**config.mk**
```make
export PLATFORM = sky130hd
export DESIGN_NAME = serial_subtractor4
export DESIGN_NICKNAME = d
export VERILOG_FILES = /design/src/rtl/serial_subtractor4.sv
export SDC_FILE = /design/constraint.sdc
export NUM_CORES = 1
export LEC_CHECK = 0
export ABC_AREA = 1
export BUFFER_PORTS_ARGS = -buffer_cell sky130_fd_sc_hd__buf_4
export CORE_MARGIN = 2
export CORE_UTILIZATION = 52
export CTS_BUF_LIST = sky130_fd_sc_hd__clkbuf_16
export DETAILED_ROUTE_END_ITERATION = 10
export GPL_TIMING_DRIVEN = 0
export PLACE_DENSITY = 0.79
export SYNTH_ARGS = -nofsm -noshare
export SYNTH_HDL_FRONTEND = slang
export SYNTH_SLANG_ARGS = --single-unit
export TNS_END_PERCENT = 100
```
**constraint.sdc**
```tcl
create_clock -name clk -period 1.5 [get_ports clk]
set_input_delay 0.15 -clock clk [delete_from_list [all_inputs] [get_ports clk]]
set_output_delay 0.15 -clock clk [all_outputs]
set_load 0.1 [all_outputs]
```
**src/rtl/serial_subtractor4.sv**
```systemverilog
`default_nettype none
// ============================================================================
// Module : serial_subtractor4
// Brief  : Bit-serial LSB-first subtractor (A - B), one borrow stage, start/busy/done handshake.
// Rev    : 1.0  initial release
// ============================================================================
module serial_subtractor4 #(
    parameter int WIDTH = 4
) (
    input  logic             clk,
    input  logic             rst_n,
    input  logic             start,
    input  logic [WIDTH-1:0] A,
    input  logic [WIDTH-1:0] B,
    output logic             busy,
    output logic             done,
    output logic [WIDTH:0]   Diff,
    output logic             Borrow
);

    localparam int CNT_W = (WIDTH > 1) ? $clog2(WIDTH) : 1;
    localparam logic [CNT_W-1:0] c_last = CNT_W'(WIDTH - 1);

    typedef enum logic [1:0] {
        IDLE  = 2'd0,
        SHIFT = 2'd1,
        DONE  = 2'd2
    } state_t;

    state_t           r_state;
    state_t           w_next_state;
    logic [WIDTH-1:0] r_sa;
    logic [WIDTH-1:0] r_sb;
    logic [WIDTH-1:0] r_res;
    logic             r_bw;
    logic [CNT_W-1:0] r_cnt;
    logic [WIDTH:0]   r_diff;
    logic             r_borrow;

    logic             w_load;
    logic             w_last;
    logic             w_d;
    logic             w_bw_next;
    logic [WIDTH-1:0] w_res_next;

    // Operands may be (re)loaded from IDLE or straight out of DONE for back-to-back issue.
    assign w_load     = start && ((r_state == IDLE) || (r_state == DONE));
    assign w_last     = (r_cnt == c_last);
    assign w_d        = r_sa[0] ^ r_sb[0] ^ r_bw;
    assign w_bw_next  = (~r_sa[0] & r_sb[0]) | (~(r_sa[0] ^ r_sb[0]) & r_bw);
    assign w_res_next = {w_d, r_res[WIDTH-1:1]};

    always_ff @(posedge clk) begin
        if (!rst_n) begin
            r_state <= IDLE;
        end else begin
            r_state <= w_next_state;
        end
    end

    always_comb begin
        w_next_state = r_state;
        case (r_state)
            IDLE:    if (start) w_next_state = SHIFT;
            SHIFT:   if (w_last) w_next_state = DONE;
            DONE:    w_next_state = start ? SHIFT : IDLE;
            default: w_next_state = IDLE;
        endcase
    end

    always_ff @(posedge clk) begin
        if (!rst_n) begin
            r_sa     <= '0;
            r_sb     <= '0;
            r_res    <= '0;
            r_bw     <= 1'b0;
            r_cnt    <= '0;
            r_diff   <= '0;
            r_borrow <= 1'b0;
        end else if (w_load) begin
            r_sa  <= A;
            r_sb  <= B;
            r_res <= '0;
            r_bw  <= 1'b0;
            r_cnt <= '0;
        end else if (r_state == SHIFT) begin
            r_sa  <= r_sa >> 1;
            r_sb  <= r_sb >> 1;
            r_res <= w_res_next;
            r_bw  <= w_bw_next;
            r_cnt <= r_cnt + CNT_W'(1);
            if (w_last) begin
                r_diff   <= {w_bw_next, w_res_next};
                r_borrow <= w_bw_next;
            end
        end
    end

    assign busy   = (r_state == SHIFT);
    assign done   = (r_state == DONE);
    assign Diff   = r_diff;
    assign Borrow = r_borrow;

endmodule
`default_nettype wire
```
==> qor.yml <==
postCtsSetupBuffers: 0
critical_path_class: "reg -> out"
coreArea_sq_um: 1710
clk_pin_slew_ns: 0.06
fill_cells: 153
slowest_delay_ns: 0.37
worst_slew_pin_slew_ns: 0.280
crit_buf_inv: 2
grt_first_pass_wirelength_um: 3140
synth_edf_count: 0
clkLatencyLatePin_ns: 0.25
die_area_sq_um: 2140
fin_skew_ns: 0.000982
dpl.hpwl_um: 1370
powerDensity_nw_per_um2: 1160
startpoint_type: "flop"
synth_cell_types: 22
dpl_cell_area_sq_um: 1090
min_period_over_period: 0.927
hold_class: "in -> reg"
io_buffers: 17
cp_data_required_time_ns: 1.35
drv_slew: 0
setup_viol: 0
multi_input_area_sq_um: 407
antenna_found_initial: 0
wl_per_cell_um: 10.8
crit_chain: "inv_2 -> nor2_4 -> buf_4"
post_cts_resized: 0
yosys_warnings: 0
cpMaxStageDelayCell: "dfxtp_1"
max_slew_margin: 0.815
firstDrtPassIters: 4
leakagePower_nw: 0.560
yosys.area.top_type: "dfxtp_1"
final_nets: 162
drive_gt1_frac: 0.243
grt_pass1_vias: 781
yosysSeqAreaShare: 0.452
detail-route-antenna-nets: 0
cp-end-kind: "output port"
start_util: 0.544
rsz0062_at_grt: "no"
tns_ns: 0
crit_family: "buffers and inverters"
syn_area_sq_um: 930
ir_worst_vdd_v: 0.000972
design_area_sq_um: 1170
pin_count: 19
clockBufferDepth: 2
htreeDepth: 1
clock-sinks: 21
vias: 831
netlist_top_cells_area: "dfxtp_1 45%, nand2_1 13%, nand3_1 8.6%, inv_1 5.7%, nor2_1 5.7%"
final_hold_viol_count: 0
timing.fmax_mhz: 719
grt_max_degree: 13
gp_congestion: 0.760
drtIter0Drc: 10
fin_crit_ns: 1.39
syn_avg_cell_area_sq_um: 7.32
run_status: "complete, no violations"
synth.most_common_cell: "nand2_1"
worst_ep_arrival_time_ns: 1.24
antenna_cells: 0
ys_async_sr_fraction: 0
overflow: 0
syn_to_final_growth_pct: 26.1
remaining_drc_errors: 0
track_usage: 0.210
via_per_inst: 4.80
ys_ff_latch: 21
synth_common_cells: "32 x nand2_1, 21 x dfxtp_1, 16 x nand3_1"
synth_top_area_share: 0.452
maxCapViolCount: 0
fp-row-count: 15
die_h_um: 46.3
cts_tree: "built"
numCtsBuffers: 3
seqCellArea_sq_um: 422
wirelength_um: 1870
synth_nets: 140
hold_buffers: 0
cts-root-buf: "clkbuf_16"
synthCells: 127
worstPathMaxFanout: 10
synth_flop_cell: "dfxtp_1"
die_x_um: 46.3
[per-stage QoR]
| step | instances | util | power [mW] | worst slack, ns | hold WS, ns |
|---|---|---|---|---|---|
| 2_1_floorplan | 127 | - | 0.757 | 0.00981 | 0.314 |
| 3_3_place_gp | 169 | 0.640 | 0.802 | 0.341 | 0.399 |
| 3_5_place_dp | 169 | 0.640 | 0.809 | 0.285 | 0.406 |
| 4_1_cts | 173 | 0.686 | 1.37 | 0.103 | 0.146 |
| 5_1_grt | 173 | 0.686 | 1.42 | 0.0503 | 0.187 |
| 6_report | 173 | 0.686 | 1.36 | 0.109 | 0.142 |
[metal layers]
layer,part of all wire,global-route usage,vias to the layer above
met5,0,0,-
met4,0.018,0.103,0
met3,0.046,0.0353,6
met2,0.53,0.400,19
met1,0.41,0.217,374
li1,-,-,432
[cells in the final DEF, fill, tap and decap left out, drive strengths merged]
| cell | instances |
|---|---|
| o21ai | 3 |
| nand3 | 16 |
| xor2 | 1 |
| ha | 1 |
| clkinv | 2 |
| clkbuf | 4 |
| inv | 16 |
| fa | 1 |
| a21oi | 6 |
| a21boi | 3 |
| nor2 | 15 |
| buf | 22 |
| dfxtp | 21 |
| nand2 | 34 |
| or2 | 3 |
[sequential cells by signal, indices dropped and copies added (netlist names)]
| signal | count |
|---|---|
| r_bw | 1 |
| r_sa | 4 |
| r_res | 3 |
| r_cnt | 2 |
| r_state | 2 |
| r_sb | 4 |
| Diff | 5 |
[worst reg2reg max path, delay by kind of cell, from the launching register on]
family,cells,cell delay [ns]
AND/OR/NAND/NOR,1,0.24
flip-flops,1,0.31
AO/OA/AOI/OAI,1,0.12
adder cells (fa/ha/maj),1,0.42
buffers and inverters,1,0.06
[final cells by class]
| class | instances | area share |
|---|---|---|
| flip-flops and latches | 21 | 0.360 |
| repair buffers | 17 | 0.109 |
| well taps | 25 | 0.0267 |
| clock inverters | 1 | 0.00427 |
| multi-input cells | 83 | 0.347 |
| clock buffers | 3 | 0.0640 |
| plain buffers | 6 | 0.0352 |
| inverters | 17 | 0.0544 |
[logic make-up (layout without fill, tap and decap cells)]
family / after synthesis / after routing / share of synthesized area
AOI/OAI and AO/OA: 12 / 12 / 0.0727
xor gates and xnor gates: 1 / 1 / 0.00942
adders and majority gates: 2 / 2 / 0.0350
buffers and inverters: 23 / 44 / 0.113
DFF: 21 / 21 / 0.452
and+or+nand+nor: 68 / 68 / 0.318
[where the power goes]
group          switching, mW  internal [mW]  leakage (nW)  total [mW]
Clock                  0.205          0.358        0.0409       0.563
Combinational          0.118         0.0760         0.347       0.194
Sequential            0.0177          0.590         0.172       0.607
[worst paths after layout]
check	endpoint	slack (ns)	start	depth (start not counted)
hold reg to reg	Diff[0]	0.46	Diff[0]	2
setup / recovery	busy	0.11	r_state[0]	3
hold / removal	r_sa[3]	0.14	A[3]	3
setup reg to reg	r_bw	0.29	r_sb[0]	4
No activity file was read; power rests on OpenSTA's default activity.
